==> src/rtl/mem_access_ctrl_if.sv <==
// Request/response handshake bundle between a CPU load/store unit and mem_access_ctrl.
// The CPU side is the master; the controller is the slave.
interface mem_access_ctrl_if #(
   parameter int unsigned N = 32,
   parameter int unsigned M = 32
);
   logic         req_valid;
   logic         req_ready;
   logic         req_we;
   logic [1:0]   req_size;
   logic         req_signed;
   logic [M-1:0] req_addr;
   logic [N-1:0] req_wdata;
   logic         rsp_valid;
   logic         rsp_ready;
   logic [N-1:0] rsp_rdata;
   logic         rsp_err;

   modport master (
      output req_valid, req_we, req_size, req_signed, req_addr, req_wdata, rsp_ready,
      input  req_ready, rsp_valid, rsp_rdata, rsp_err
   );

   modport slave (
      input  req_valid, req_we, req_size, req_signed, req_addr, req_wdata, rsp_ready,
      output req_ready, rsp_valid, rsp_rdata, rsp_err
   );
endinterface

==> src/rtl/mem_access_ctrl.sv <==
// Load/store front end for a single-port synchronous RAM: byte/half/word accesses,
// read-modify-write for sub-word stores, sign/zero extension, alignment/range checks.
module mem_access_ctrl #(
   parameter int unsigned N         = 32,
   parameter int unsigned M         = 32,
   parameter int unsigned MEM_DEPTH = 32
) (
   input  logic                 clock,
   input  logic                 reset,
   mem_access_ctrl_if.slave     bus,
   output logic [M-1:0]         ram_address,
   output logic [N-1:0]         ram_data,
   output logic                 ram_wren,
   input  logic [N-1:0]         ram_q
);

   typedef enum logic [2:0] {StIdle, StRd, StRdWait, StWr, StResp} state_t;

   localparam logic [M-1:0] DepthLim = M'(MEM_DEPTH);

   state_t       state_q;
   logic         we_q;
   logic [1:0]   size_q;
   logic         sgn_q;
   logic [1:0]   lane_q;
   logic [N-1:0] wdata_q;
   logic [M-1:0] addr_q;
   logic [N-1:0] data_q;
   logic         rsp_valid_q;
   logic [N-1:0] rsp_rdata_q;
   logic         rsp_err_q;

   logic         req_err;
   logic [N-1:0] rd_shift;
   logic [N-1:0] rd_ext;
   logic [N-1:0] wr_shift;
   logic [3:0]   be;
   logic [N-1:0] merged;

   always_comb begin
      req_err = 1'b0;
      unique case (bus.req_size)
         2'b00:   req_err = 1'b0;
         2'b01:   req_err = bus.req_addr[0];
         2'b10:   req_err = (bus.req_addr[1:0] != 2'b00);
         default: req_err = 1'b1;
      endcase
      if ({2'b00, bus.req_addr[M-1:2]} >= DepthLim) req_err = 1'b1;
   end

   // Load path: shift the addressed lane down to bit 0, then extend.
   always_comb begin
      rd_shift = ram_q >> {lane_q, 3'b000};
      unique case (size_q)
         2'b00:   rd_ext = {{24{sgn_q & rd_shift[7]}}, rd_shift[7:0]};
         2'b01:   rd_ext = {{16{sgn_q & rd_shift[15]}}, rd_shift[15:0]};
         default: rd_ext = rd_shift;
      endcase
   end

   // Store path: byte enables select which lanes of the old word get replaced.
   always_comb begin
      wr_shift = wdata_q << {lane_q, 3'b000};
      unique case (size_q)
         2'b00:   be = 4'b0001 << lane_q;
         2'b01:   be = 4'b0011 << {lane_q[1], 1'b0};
         default: be = 4'b1111;
      endcase
      merged = ram_q;
      for (int k = 0; k < 4; k++) begin
         if (be[k]) merged[8*k +: 8] = wr_shift[8*k +: 8];
      end
   end

   always_ff @(posedge clock) begin
      if (reset) begin
         state_q     <= StIdle;
         we_q        <= 1'b0;
         size_q      <= 2'b00;
         sgn_q       <= 1'b0;
         lane_q      <= 2'b00;
         wdata_q     <= '0;
         addr_q      <= '0;
         data_q      <= '0;
         rsp_valid_q <= 1'b0;
         rsp_rdata_q <= '0;
         rsp_err_q   <= 1'b0;
      end else begin
         unique case (state_q)
            StIdle: begin
               if (bus.req_valid) begin
                  we_q    <= bus.req_we;
                  size_q  <= bus.req_size;
                  sgn_q   <= bus.req_signed;
                  lane_q  <= bus.req_addr[1:0];
                  wdata_q <= bus.req_wdata;
                  addr_q  <= {2'b00, bus.req_addr[M-1:2]};
                  if (req_err) begin
                     state_q     <= StResp;
                     rsp_valid_q <= 1'b1;
                     rsp_err_q   <= 1'b1;
                     rsp_rdata_q <= '0;
                  end else if (bus.req_we && bus.req_size == 2'b10) begin
                     state_q <= StWr;
                     data_q  <= bus.req_wdata;
                  end else begin
                     state_q <= StRd;
                  end
               end
            end
            StRd: state_q <= StRdWait;
            StRdWait: begin
               if (we_q) begin
                  state_q <= StWr;
                  data_q  <= merged;
               end else begin
                  state_q     <= StResp;
                  rsp_valid_q <= 1'b1;
                  rsp_err_q   <= 1'b0;
                  rsp_rdata_q <= rd_ext;
               end
            end
            StWr: begin
               state_q     <= StResp;
               data_q      <= '0;
               rsp_valid_q <= 1'b1;
               rsp_err_q   <= 1'b0;
               rsp_rdata_q <= '0;
            end
            StResp: begin
               if (bus.rsp_ready) begin
                  state_q     <= StIdle;
                  rsp_valid_q <= 1'b0;
               end
            end
            default: state_q <= StIdle;
         endcase
      end
   end

   // Gating with reset guarantees no RAM write lands in a reset cycle.
   assign ram_wren      = (state_q == StWr) & ~reset;
   assign ram_address   = addr_q;
   assign ram_data      = data_q;
   assign bus.req_ready = (state_q == StIdle) & ~reset;
   assign bus.rsp_valid = rsp_valid_q;
   assign bus.rsp_rdata = rsp_rdata_q;
   assign bus.rsp_err   = rsp_err_q;

endmodule

==> src/flat_wrapper.sv <==
// flat-port wrapper written by rule: the top's interface ports become plain ports
module mem_access_ctrl_flat 
#(
   parameter int unsigned N         = 32,
   parameter int unsigned M         = 32,
   parameter int unsigned MEM_DEPTH = 32
)
  (clock, reset, ram_address, ram_data, ram_wren, ram_q, bus_req_valid, bus_req_we, bus_req_size, bus_req_signed, bus_req_addr, bus_req_wdata, bus_rsp_ready, bus_req_ready, bus_rsp_valid, bus_rsp_rdata, bus_rsp_err);
  mem_access_ctrl_if #(.N(N), .M(M)) bus_i ();
  input  logic clock;
  input  logic reset;
  output logic [M-1:0] ram_address;
  output logic [N-1:0] ram_data;
  output logic ram_wren;
  input  logic [N-1:0] ram_q;
  input wire logic [$bits(bus_i.req_valid)-1:0] bus_req_valid;
  input wire logic [$bits(bus_i.req_we)-1:0] bus_req_we;
  input wire logic [$bits(bus_i.req_size)-1:0] bus_req_size;
  input wire logic [$bits(bus_i.req_signed)-1:0] bus_req_signed;
  input wire logic [$bits(bus_i.req_addr)-1:0] bus_req_addr;
  input wire logic [$bits(bus_i.req_wdata)-1:0] bus_req_wdata;
  input wire logic [$bits(bus_i.rsp_ready)-1:0] bus_rsp_ready;
  output wire logic [$bits(bus_i.req_ready)-1:0] bus_req_ready;
  output wire logic [$bits(bus_i.rsp_valid)-1:0] bus_rsp_valid;
  output wire logic [$bits(bus_i.rsp_rdata)-1:0] bus_rsp_rdata;
  output wire logic [$bits(bus_i.rsp_err)-1:0] bus_rsp_err;
  assign bus_i.req_valid = bus_req_valid;
  assign bus_i.req_we = bus_req_we;
  assign bus_i.req_size = bus_req_size;
  assign bus_i.req_signed = bus_req_signed;
  assign bus_i.req_addr = bus_req_addr;
  assign bus_i.req_wdata = bus_req_wdata;
  assign bus_i.rsp_ready = bus_rsp_ready;
  assign bus_req_ready = bus_i.req_ready;
  assign bus_rsp_valid = bus_i.rsp_valid;
  assign bus_rsp_rdata = bus_i.rsp_rdata;
  assign bus_rsp_err = bus_i.rsp_err;
  mem_access_ctrl #(.N(N), .M(M), .MEM_DEPTH(MEM_DEPTH)) u_core (.clock(clock), .reset(reset), .bus(bus_i), .ram_address(ram_address), .ram_data(ram_data), .ram_wren(ram_wren), .ram_q(ram_q));
endmodule
==> config.mk <==
export PLATFORM = sky130hd
export DESIGN_NAME = mem_access_ctrl_flat
export DESIGN_NICKNAME = d
export VERILOG_FILES = /design/src/rtl/mem_access_ctrl_if.sv /design/src/rtl/mem_access_ctrl.sv /design/src/flat_wrapper.sv
export SDC_FILE = /design/constraint.sdc
export NUM_CORES = 1
export LEC_CHECK = 0
export BUFFER_PORTS_ARGS = -buffer_cell sky130_fd_sc_hd__buf_2
export CAP_MARGIN = 10
export CORE_MARGIN = 4
export CORE_UTILIZATION = 50
export DETAILED_ROUTE_END_ITERATION = 8
export PLACE_DENSITY = 0.73
export SYNTH_ARGS = -nofsm -noshare
export SYNTH_HDL_FRONTEND = slang
export SYNTH_SLANG_ARGS = --single-unit
==> constraint.sdc <==
create_clock -name clock -period 6 [get_ports clock]
set_clock_uncertainty 0.2 [all_clocks]
set_input_delay 0 -clock clock [delete_from_list [all_inputs] [get_ports clock]]
set_output_delay 0 -clock clock [all_outputs]
set_load 0.05 [all_outputs]
Word level (Yosys, flattened, before mapping)
Index checks and enable logic that the tools add are counted.

Register bits: 137. Bits in latches: 0. RAM bits: 0. Bits in read-only memories: 0. Word-level logic and storage cells: 77. Memories kept: 0.

$add $sub $neg: 0. $mul: 0. Div/mod/pow operators: 0. Order comparisons: 1. Equal/unequal tests: 14. Shifts and indexed selects: 4. Multiplexer cells: 30. Bitwise logic cells: 5. Reductions and logical operators: 12.

Operator list (number): $mux 32 (7); $pmux 32 s3 (2); $pmux 32 s2 (1); $mux 8 (4); $shl 32x5->32 (1); $shr 32x5->32 (1); $ge 30x6->1 const B (1); $pmux 3 s5 (1); $mux 3 (4); $reduce_and 5->1 (2); $ne 2x2->1 const B (4); $pmux 4 s2 (1); $eq 3x2->1 const B (2); $mux 1 (6); $ne 2x1->1 const B (3); $pmux 1 s3 (2); $and 1x1->1 (4); $eq 2x1->1 const B (2); $logic_not 2->1 (2); $pmux 1 s4 (1); $reduce_and 2->1 (2); $reduce_and 4->1 (1); $reduce_bool 4->1 (1); $shl 1x2->4 const A (1); 10 further kinds (10).

Longest topological paths before layout
Word-level depth: 6. Mapped depth: 9. Mapped depth without buffers: 5.

Least setup slack after synthesis
OpenSTA, ideal clock, no wires.

Path kind: register to output. Start: reg u_core.state_q[2]. End: out ram_wren. Data arrival time: 2.042 ns. Required time: 5.800 ns. Setup slack: 3.758 ns. Stages on the path, launching flop included: 6. Cells stage by stage: dfxtp_1 -> buf_2 -> nand2b_4 -> buf_6 -> clkbuf_1 -> nor3b_1.

Longest elaborated chain between the ends: 2.

RTL lines: start: declaration (line mem_access_ctrl.sv:21) `state_t state_q;`; start signal: assignment (line mem_access_ctrl.sv:77) `state_q <= StIdle;`; start signal: assignment (line mem_access_ctrl.sv:99) `state_q <= StResp;`; start signal: assignment (line mem_access_ctrl.sv:104) `state_q <= StWr;`; $eq 3x2->1 (line mem_access_ctrl.sv:142) `assign ram_wren = (state_q == StWr) & ~reset;`; $and 1x1->1 (line mem_access_ctrl.sv:142); end: declaration (line flat_wrapper.sv:14) `output logic ram_wren;`.

Every way passes these cells.

Worst setup path in the final report
Start: in bus_req_addr[24]. End: reg u_core.state_q[2].

Longest elaborated chain between the ends: 5.

RTL lines: start: declaration (line flat_wrapper.sv:20) `input wire logic [$bits(bus_i.req_addr)-1:0] bus_req_addr;`; $ge 30x6->1 (line mem_access_ctrl.sv:48) `if ({2'b00, bus.req_addr[M-1:2]} >= DepthLim) req_err = 1'b1;`; $mux 1 (line mem_access_ctrl.sv:48); $mux 3 (line mem_access_ctrl.sv:98) `if (req_err) begin`; $mux 3 (line mem_access_ctrl.sv:91) `if (bus.req_valid) begin`; $pmux 3 s5 (line mem_access_ctrl.sv:89) `unique case (state_q)`; end signal: assignment (line mem_access_ctrl.sv:99); end signal: assignment (line mem_access_ctrl.sv:104); end signal: assignment (line mem_access_ctrl.sv:107) `state_q <= StRd;`.

Every way passes these cells. The select of a mux whose other input is x is not followed. A chain may end at the register's enable or synchronous reset.

==> qor.txt <==
outcome: completed
CTS H-Tree Depth: 4
drt drc: 0
met2 wire len: 12.4 mm
Setup TNS Final: 0 ns
cts bufs inserted: 17
post-synth cell types: 48
IO buf count: 201
Die H: 127 µm
antenna viol nets, final: 0
most frequent cells in the layout: 200 x buf_2, 178 x nand2_1, 136 x dfxtp_1
Max Buffers Root-to-Sink: 2
#FFs+latches synth: 137
core box area: 13,900 µm²
Final Power: 2.62 mW
Clk Latency, worst-skew pair: 0.43 ns
P_int: 1.88 mW
grt ovf: 0
Final WS setup: 2.60 ns
Slew headroom: 0.169
vias per cell: 6.02
worst hold-check path type: in -> reg
WL met3: 2.79 mm
die width: 127 µm
routability cong.: 0.914
DR vias: 7,827
io pins: 204
final instance area: 9900 µm²
worst slack at placement: 3.10 ns
Cells after Synth: 827
clock group share of total power: 0.436
CP Capture Type: flip-flop
crit path DAT: 3.51 ns
CTS tree: built
post-layout min period: 3.40 ns
largest net degree at the start of global routing: 84
Sw Share: 0.280
DR WL/cell: 20.6 µm
Reg clk slew, reported paths: 0.06 ns
Nets: 1,211
final hold vios: 0
HPWL after DPL: 16.1 mm
placed cells: 1,140
WHS Path Cells: 4
critical setup path kind: in -> reg
vias in the first global route: 7,522
DRT iter0 DRCs: 898
cell area after synthesis: 7090 µm²
initial antenna violation count: 1
Sw Pwr: 733 µW
quantity of gates resized following cts: 0
share of power burned in registers: 0.378
Root Buffer: clkbuf_16
TritonRoute pass-1 iters: 8
CP Data Required Time: 6.11 ns
Final Cycle Share: 0.566
setup violators final: 0
Post-synth EDFFs: 0
Tot GR Track Use: 0.325
DIE AREA: 16,100 µm²
Rows: 43
Area after DPL: 7990 µm²
Primary FF master, synth: dfxtp_1
Least-Margin Pin Slew: 1.23 ns
reg2reg path depth: 6
Fmax achieved: 294 MHz
Routed WL: 26.7 mm
commonest non-fill, non-tap cell in the layout: buf_2
ys async rst share: 0
Max Cap Viol: 0
RSZ-0062 raised after global routing: false
VDD IR-drop max: 287 µV
CP startpoint kind: primary input
syn avg cell area: 8.57 µm²
crit path max fanout: 37
M1 WL: 10.3 mm
area delta synth->final: 39.7%
sequential share of the synthesized area: 0.387
yosys warns: 0
final slew viol count: 0
pwr dens: 264 nW/µm²
worst reg-to-reg setup slack: 2.94 ns
DR top layer: met4
Leak: 4.08 nW
layout cells sized above 1: 0.271
Starting Density: 0.511
Logic pwr share: 0.187
Clock Sinks: 137
global-route wire length before repair: 41.6 mm
Non-Filler Instances: 1,301
==> what timing repair did <==
item                                   CTS  global route
hold buffers                           128             0
buffers inserted                         0             0
endpoints found under the hold margin  133             0
==> kinds of logic (layout without fill, tap and decap cells) <==
kind of cell	after synthesis	in the layout	synth area share
and+or+nand+nor	301	301	0.199
AOI/OAI and AO/OA	234	234	0.247
DFF	137	137	0.387
buffers and inverters	82	374	0.0609
muxes	72	72	0.106
other	1	3	0.000529
==> final timing paths <==
kind	from	endpoint
worst max-delay path	bus_req_addr[24]	u_core.state_q[2]
worst min-delay path	bus_req_wdata[6]	u_core.wdata_q[6]
worst max register to register	u_core.state_q[0]	u_core.wdata_q[18]
worst min register to register	u_core.bus.rsp_valid	u_core.bus.rsp_valid
==> worst max-delay path: stages <==
cell and delay (ns):
dlygate4sd3_1 0.53, buf_2 0.14, nor4_1 0.40, nand3_1 0.20, nor3_4 0.20, buf_4 0.44
a31o_2 0.84, a21oi_1 0.14, dlygate4sd3_1 0.60
==> metrics by stage <==
stage	util	hold slack [ns]
CTS	0.713	0.158
global route	0.713	0.181
floorplan	-	-0.0640
finish	0.713	0.179
global placement	0.576	0.0441
detailed placement	0.576	0.0514
==> cells in the mapped netlist, types with 2 or more instances <==
cell type / n / area (µm²)
o21a_1: 3 / 22.5
a21oi_1: 73 / 365
a222oi_1: 8 / 80.1
mux2i_1: 56 / 561
a22oi_1: 15 / 113
nand3b_1: 3 / 22.5
dfxtp_1: 137 / 2740
nand3_1: 26 / 130
o21ai_0: 17 / 85.1
nand2_1: 179 / 672
nor3b_1: 3 / 22.5
buf_2: 23 / 115
inv_1: 3 / 11.3
nor2b_1: 9 / 56.3
nor3_1: 11 / 55.1
or4_4: 2 / 22.5
nor2_1: 18 / 67.6
a211oi_1: 50 / 375
buf_6: 10 / 113
nand2b_1: 34 / 213
nor3_2: 3 / 30.0
a211oi_2: 31 / 388
a221oi_1: 24 / 210
and2_1: 2 / 12.5
a2111oi_0: 2 / 17.5
a21o_1: 2 / 15.0
nor4_1: 4 / 25.0
a31o_2: 2 / 17.5
mux2_2: 15 / 169
clkbuf_1: 40 / 150
buf_4: 5 / 37.5
==> registers in the layout, summed over array words and instances (netlist names) <==
signal / flops
u_core.size_q: 2
u_core.ram_address: 30
u_core.bus.rsp_valid: 1
u_core.state_q: 3
u_core.sgn_q: 1
u_core.bus.rsp_rdata: 32
u_core.bus.rsp_err: 1
u_core.wdata_q: 32
u_core.we_q: 1
u_core.lane_q: 2
u_core.ram_data: 32
==> metal layers <==
metal | up-vias | track usage
met5 | - | 0
met4 | 0 | 0.151
met3 | 115 | 0.0991
met2 | 524 | 0.517
met1 | 3638 | 0.404
li1 | 3550 | -
==> power by group through the flow <==
stage               clock network (mW)  registers, mW  logic (mW)
detailed placement                   0           1.00       0.407
global placement                     0           1.00       0.405
global route                      1.19          0.991       0.517
CTS                               1.14          0.985       0.473
finish                            1.14          0.988       0.489
floorplan                            0           1.08       0.207
==> cell type report <==
cell class	instances	area, µm²
diodes	1	2.50
repair buffers	339	2360
fillers	1010	3980
multi-input cells	609	3930
clock inverters	9	170
flip-flops and latches	137	2740
inverters	3	11.3
clock buffers	23	458
well taps	180	225
No activity file was read; power rests on OpenSTA's default activity.
